[src/rtl/rf_wb_arbiter_pkg.sv]
// Shared definitions for the register-file write-back arbiter.
// The width/zero-register macros are the project-wide defines; the package
// exposes them to SystemVerilog code along with the round-robin port type.

`ifndef RF_WB_DEFINES
`define RF_WB_DEFINES
`define WORD_WIDTH 32
`define REG_WIDTH 5
`define ZERO_REG 0
`endif

package rf_wb_arbiter_pkg;

    // Round-robin pointer value: which requester wins the next contested cycle.
    typedef enum logic {
        PICK_A = 1'b0,
        PICK_B = 1'b1
    } rr_port_e;

    // Architectural register that discards writes.
    localparam int ZERO_REG = `ZERO_REG;

endpackage

[src/rtl/rf_wb_rr_pick.sv]
// Two-way round-robin grant for the write-back arbiter.
// Same destination on both ports forces B (the older load) to win, so
// program order is kept regardless of the pointer.

module rf_wb_rr_pick
    import rf_wb_arbiter_pkg::*;
#(
    parameter int REG_WIDTH = `REG_WIDTH
) (
    input  logic                 i_en,
    input  logic                 i_a_valid,
    input  logic                 i_b_valid,
    input  logic [REG_WIDTH-1:0] i_a_addr,
    input  logic [REG_WIDTH-1:0] i_b_addr,
    input  rr_port_e             i_ptr,
    output logic                 o_a_grant,
    output logic                 o_b_grant
);

    // Grant decision: nothing when disabled, otherwise the sole requester,
    // otherwise B on an address clash, otherwise the pointer's choice.
    always_comb begin
        o_a_grant = 1'b0;
        o_b_grant = 1'b0;
        if (i_en) begin
            if (i_a_valid && i_b_valid) begin
                if ((i_a_addr == i_b_addr) || (i_ptr == PICK_B)) begin
                    o_b_grant = 1'b1;
                end else begin
                    o_a_grant = 1'b1;
                end
            end else if (i_a_valid) begin
                o_a_grant = 1'b1;
            end else if (i_b_valid) begin
                o_b_grant = 1'b1;
            end
        end
    end

endmodule

[src/rtl/rf_wb_arbiter.sv]
// Register-file write-back arbiter: merges the ALU (A) and load (B)
// write-back streams onto a single register-file write port with a
// one-cycle registered output and a saturating write counter.

module rf_wb_arbiter
    import rf_wb_arbiter_pkg::*;
#(
    parameter int WORD_WIDTH = `WORD_WIDTH,
    parameter int REG_WIDTH  = `REG_WIDTH,
    parameter int CNT_WIDTH  = 16
) (
    input  logic                  CLK,
    input  logic                  RST_n,
    input  logic                  hold,
    input  logic                  a_valid,
    input  logic [REG_WIDTH-1:0]  a_addr,
    input  logic [WORD_WIDTH-1:0] a_data,
    output logic                  a_ready,
    input  logic                  b_valid,
    input  logic [REG_WIDTH-1:0]  b_addr,
    input  logic [WORD_WIDTH-1:0] b_data,
    output logic                  b_ready,
    output logic                  RegWr,
    output logic [REG_WIDTH-1:0]  W_Reg,
    output logic [WORD_WIDTH-1:0] W_data,
    output logic [CNT_WIDTH-1:0]  wr_count
);

    rr_port_e              r_ptr;
    logic                  r_regwr;
    logic [REG_WIDTH-1:0]  r_wreg;
    logic [WORD_WIDTH-1:0] r_wdata;
    logic [CNT_WIDTH-1:0]  r_count;

    logic                  w_en;
    logic                  w_a_grant;
    logic                  w_b_grant;
    logic                  w_xfer;
    logic                  w_both;
    logic                  w_commit;
    logic [REG_WIDTH-1:0]  w_sel_addr;
    logic [WORD_WIDTH-1:0] w_sel_data;

    // Readies are suppressed during reset as well as during a stall.
    assign w_en = RST_n & ~hold;

    rf_wb_rr_pick #(
        .REG_WIDTH (REG_WIDTH)
    ) u_pick (
        .i_en      (w_en),
        .i_a_valid (a_valid),
        .i_b_valid (b_valid),
        .i_a_addr  (a_addr),
        .i_b_addr  (b_addr),
        .i_ptr     (r_ptr),
        .o_a_grant (w_a_grant),
        .o_b_grant (w_b_grant)
    );

    assign a_ready    = w_a_grant;
    assign b_ready    = w_b_grant;
    assign w_xfer     = w_a_grant | w_b_grant;
    assign w_both     = a_valid & b_valid;
    assign w_sel_addr = w_b_grant ? b_addr : a_addr;
    assign w_sel_data = w_b_grant ? b_data : a_data;
    // Writes to the zero register complete the handshake but are dropped here.
    assign w_commit   = w_xfer & (w_sel_addr != REG_WIDTH'(ZERO_REG));

    // Round-robin pointer: moves only after a contested transfer, to the loser.
    always_ff @(posedge CLK) begin
        if (!RST_n) begin
            r_ptr <= PICK_A;
        end else if (w_xfer && w_both) begin
            r_ptr <= w_a_grant ? PICK_B : PICK_A;
        end
    end

    // Registered write port; address/data hold their value between transfers.
    always_ff @(posedge CLK) begin
        if (!RST_n) begin
            r_regwr <= 1'b0;
            r_wreg  <= '0;
            r_wdata <= '0;
        end else begin
            r_regwr <= w_commit;
            if (w_xfer) begin
                r_wreg  <= w_sel_addr;
                r_wdata <= w_sel_data;
            end
        end
    end

    // Saturating count of committed writes, advanced with the RegWr pulse it counts.
    always_ff @(posedge CLK) begin
        if (!RST_n) begin
            r_count <= '0;
        end else if (w_commit && (r_count != {CNT_WIDTH{1'b1}})) begin
            r_count <= r_count + CNT_WIDTH'(1);
        end
    end

    assign RegWr    = r_regwr;
    assign W_Reg    = r_wreg;
    assign W_data   = r_wdata;
    assign wr_count = r_count;

endmodule

[config.mk]
export PLATFORM = sky130hd
export DESIGN_NAME = rf_wb_arbiter
export DESIGN_NICKNAME = d
export VERILOG_FILES = /design/src/rtl/rf_wb_arbiter_pkg.sv /design/src/rtl/rf_wb_rr_pick.sv /design/src/rtl/rf_wb_arbiter.sv
export SDC_FILE = /design/constraint.sdc
export NUM_CORES = 1
export LEC_CHECK = 0
export CAP_MARGIN = 15
export CORE_MARGIN = 2
export CORE_UTILIZATION = 37
export CTS_BUF_LIST = sky130_fd_sc_hd__clkbuf_8
export DETAILED_ROUTE_END_ITERATION = 12
export PLACE_DENSITY_LB_ADDON = 0.1
export SLEW_MARGIN = 20
export SYNTH_ARGS = -nofsm -noshare
export SYNTH_HDL_FRONTEND = slang
export SYNTH_SLANG_ARGS = --single-unit
[constraint.sdc]
create_clock -name CLK -period 1.9 [get_ports CLK]
set_input_delay 0.285 -clock CLK [delete_from_list [all_inputs] [get_ports CLK]]
set_output_delay 0.285 -clock CLK [all_outputs]
set_load 0.02 [all_outputs]
# After elaboration in Yosys (flattened, before gate mapping)
# Index checks and enable logic that the tools add are counted.
word_totals:
  ff_bits: 55
  latch_bits: 0
  mem_bits_rw: 0
  mem_bits_ro: 0
  input_bits: 79
  memories: 0
classes:
  n_addsub: 1
  n_mul: 0
  n_div: 0
  order_cmp: 0
  eq_ne: 2
  shift: 0
  mux: 12
  n_bitwise: 5
  n_reduce_logical: 5
op_table:
  columns: ["cell", "count"]
  rows:
  - ["2-to-1 mux 32 bit", 1]
  - ["adder 16 x 1 -> 16 bit, second input constant", 1]
  - ["!= test 16 bit, second input constant", 1]
  - ["2-to-1 mux 1 bit", 10]
  - ["== test 5 bit", 1]
  - ["2-to-1 mux 5 bit", 1]
  - ["nonzero test 5 bit", 1]
  - ["AND 1 bit", 3]
  - ["logical AND 1 bit", 3]
  - ["logical OR 1 bit", 1]
  - ["inverter 1 bit", 1]
  - ["OR 1 bit", 1]

# Depth between registers and ports, before layout
logic_depth:
  depth_word: 9
  depth_mapped: 9

# By module
# From an unflattened synthesis, not the netlist that was laid out.
hier_totals:
  hier_cells: 328
  hier_area_um2: 2622.5
modules_own_cells:
  columns: ["module", "n_inst", "cells_each", "area_per_inst_um2", "seq_area_each_um2"]
  rows:
  - ["rf_wb_arbiter", 1, 315, 2531.2, 1101.1]
  - ["rf_wb_rr_pick", 1, 13, 91.3, 0.0]

# Worst setup path before layout
# OpenSTA, ideal clock, no wires.
synth_path:
  path_kind: "register to register"
  start: "reg r_count[6] (netlist: wr_count[6])"
  end: "reg r_count[0] (netlist: wr_count[0])"
  arrival_ps: 1931
  required_time_ps: 1772
  path_slack_ps: -158
  stages_incl_launch_ff: 9
  path_buffers: 2
  cell_sequence: "dfxtp_1 > nand4_2 > nor4_4 > a311oi_1 > mux2i_2 > buf_6 > buf_12 > xor2_1 > nor2_1"
synth_between:
  elab_chain_len: 2
synth_rtl:
  columns: ["element", "line", "source"]
  rows:
  - ["start: declaration", "rf_wb_arbiter.sv:33", "logic [CNT_WIDTH-1:0] r_count;"]
  - ["start signal: assignment", "rf_wb_arbiter.sv:98", "r_count <= r_count + CNT_WIDTH'(1);"]
  - ["!= test 16 bit", "rf_wb_arbiter.sv:97", "end else if (w_commit && (r_count != {CNT_WIDTH{1'b1}})) begin"]
  - ["logical AND 1 bit", "rf_wb_arbiter.sv:97", null]
# Every way passes these cells.
# A chain may end at the register's enable or synchronous reset.

# Final worst setup path
layout_path:
  start: "reg r_count[1] (netlist: wr_count[1])"
  end: "reg r_count[1] (netlist: wr_count[1])"
layout_between:
  elab_chain_len: 2
  word_cells_on_any_way: 3
  classes_between: "add/sub: 1; eq/ne: 1; reduce/logical: 1"
layout_rtl:
  columns: ["element"]
  rows:
  - ["parallel branches: the longest is 2 deep, another holds adder 16 x 1 -> 16 bit"]
# Several ways; the timed one is not identified.

==> metrics <==
Vert. Die Dim=roughly 88 µm; Die W=88.27 µm; share of cells above drive strength 1=a little under a fifth; Ports=around 140; Layout Nets=569; post-synthesis compound-gate area fraction=around a fifth; Initial DRT Pass Iterations=4; Net Count, Synth=around 410; ys flop type=dfxtp_1; internal power=around 2 mW; H-tree Lvls=2; Pwr Total=about 2.7 mW; setup violators final=11; failing checks=setup timing; GRT Total Usage=20.68%; initial antenna violation count=0; CP required=2.10 ns; area of the multi-input gates=between 1500 and 2000 µm²; Netlist cell types=36; Synth Area in Adders=less than 1%; wirelength, routed=a little over 8 mm; most frequent cells in the layout=clkdlybuf4s50_1, nand2_1, dfxtp_1, nor2_1, a311oi_1; status=finished with violations; Yosys warnings=0; std cell rows=30; Setup Skew=a little under 0.01 ns; vias in the first global route=between 2,000 and 3,000; Lkg Pwr=1.789 nW; area of the mapped netlist=roughly 2600 µm²; RSZ-0062 raised after global routing=true; Clock Power Share=a little under a third; Final GP Congestion=roughly 0.76; Worst-Margin Slew=0.3125 ns; Via density=a little over 5; minimum clock period=1.998 ns; Detailed Place HPWL=between 5 and 6 mm; Gate power share=between 20% and 30%; setup TNS=-0.5916 ns; CTS buffer count=5; Clk pin slew, worst setup/hold paths=~0.10 ns; worst-skew pair later-pin latency=approximately 0.31 ns; Max Buffers Root-to-Sink=2; R2R cell count=9; Starting Density=between 30% and 40%; WL/cell=between 10 and 15 µm; PortBufs=around 130; relative slew slack=79.03%; Synth async-reset ratio=0%; Sink Count=55; cell count after synthesis=331; WS Path Type=reg -> reg; Area growth syn-to-layout=76.24%; # fillers=about 610; HP Class=in -> reg; commonest non-fill, non-tap cell in the layout=clkdlybuf4s50_1; sequential element share of the synthesized area=41.90%; critical path data arrival time=roughly 2.2 ns; Switching Share=25.90%; Antenna Cells=0; CTS tree=done; root buffer cell=clkbuf_8; via count=about 3,000; setup slack after layout=-0.09847 ns; period utilisation layout=105.2%; count of state elements after synthesis=between 50 and 60; 1st-iter DRT viols=95; maximum VDD drop=approximately 0.00032 V; Post-Synth XOR/XNOR Area=approximately 2%; crit end category=flop; total grt overflow=0; CP max-delay cell=dfxtp_4; Post-Synth Simple-Gate Area=about 28%; area of the die=about 8000 µm²; total net switching power=approximately 0.7 mW; slowest stage delay, CP=between 0.3 and 0.4 ns; fin area=roughly 4600 µm²; Core Area=6832 µm²; Area after DPL=around 4300 µm²; final hold viol count=0; Startpoint Class=flop; Worst Hold Depth=3; Fin Hold WS=0.4279 ns; mean post-synth cell area=between 7 and 8 µm²; largest net degree at the start of global routing=38; max_cap viols=0; maximum clock rate=500.4 MHz; Register Area=approximately 1100 µm²; hold buffers post-CTS=0; Routed Antenna Nets=0; cell mode on critical path=mux2i_2; largest family of logic cells by synthesized area=simple AND/OR/NAND/NOR gates; first-pass GRT wire length=roughly 13 mm; critical path, cell by cell=ha_4 > nand2_4 > nor4_4 > a311oi_2 > mux2i_2 > buf_4 > buf_12 > mux2i_2 > nor2_1; mux contribution to synthesized area=1.857%; critical-path maximum fanout=7; Pins Over Slew Limit=0; Flop pwr share=a little under half; Post-synth EDFFs=0; PD cells=just under 600 nW/µm²; # DRC=0
per-layer routing:
| layer | vias to the layer above | share of wire [%] | global-route usage [%] |
|---|---|---|---|
| li1 | 1497 | - | - |
| met1 | 1353 | 43 | 25.70 |
| met2 | 97 | 48 | 35.06 |
| met3 | 12 | 8.0 | 6.437 |
| met4 | 0 | 1.4 | 5.096 |
| met5 | - | 0 | 0 |
synthesized netlist by cell type, types with 2 or more instances:
master,n,area [µm²]
a311oi_1,39,341.6
inv_1,6,22.52
buf_2,4,20.02
buf_1,3,11.26
mux2i_1,2,20.02
o21ai_1,2,10.01
a21oi_1,10,50.05
or4_1,5,37.54
or3_2,7,52.55
nor2_1,46,172.7
o21ai_0,9,45.04
xnor2_1,5,43.79
nand2_1,84,315.3
o211ai_1,4,30.03
nand3_1,10,50.05
dfxtp_1,55,1101
o31ai_1,6,45.04
clkbuf_1,14,52.55
and3_1,3,18.77
cells by family after synthesis:
family          Yosys count
compound gates           72
mux                       4
simple gates            163
flops                    55
fa+ha+maj                 1
xor+xnor                  6
buf+inv                  30
registers in the layout, indices dropped and copies added, names as in the netlist:
| register | flops |
|---|---|
| RegWr | 1 |
| W_Reg | 5 |
| r_ptr | 1 |
| wr_count | 16 |
| W_data | 32 |
final cells by class:
class                      count  share of cell area (%)
clock inverter                 2                  0.7566
inverter                       6                  0.4864
clock buffer                   6                   1.783
tap                           96                   2.594
sequential                    55                   24.26
timing repair buffer         175                   37.45
multi-input combinational    246                   32.67
power groups by stage:
stage,logic [mW],registers (mW),clock network [mW]
6_report,0.643,1.23,0.812
5_1_grt,0.695,1.24,0.874
4_1_cts,0.644,1.23,0.827
3_5_place_dp,0.614,1.26,0
3_3_place_gp,0.610,1.26,0
2_1_floorplan,0.189,1.33,0
path summary, 6_finish.rpt:
kind / from / endpoint / slack, ns
worst max-delay path: wr_count[1] / wr_count[1] / -0.1
worst max register to register: wr_count[1] / wr_count[1] / -0.1
worst min-delay path: b_addr[4] / W_Reg[4] / 0.43
worst min register to register: wr_count[2] / wr_count[2] / 0.49
through the flow:
| stage | std cells | util (%) | setup slack (ns) |
|---|---|---|---|
| final | 586 | 67.78 | -0.09847 |
| after global routing | 586 | 67.78 | -0.2041 |
| after CTS | 584 | 67.09 | -0.1410 |
| after detailed placement | 570 | 63.17 | -0.5001 |
| after global placement | 570 | 63.17 | -0.4915 |
| after floorplan | 331 | - | -0.01744 |
timing repair:
item,4_1_cts,5_1_grt
pin swaps,10,8
gates resized for setup,31,19
endpoints found under the setup margin,53,48
setup buffers,4,3
cloned,2,0
worst max-delay path, delay by kind of cell, from the launching register on:
kind / cells / cell delay (ns)
flops: 1 / 0.37
simple gates: 3 / 0.44
mux: 2 / 0.47
compound gates: 1 / 0.16
fa+ha+maj: 1 / 0.15
buf+inv: 2 / 0.31
(Power assumes the default switching activity.)
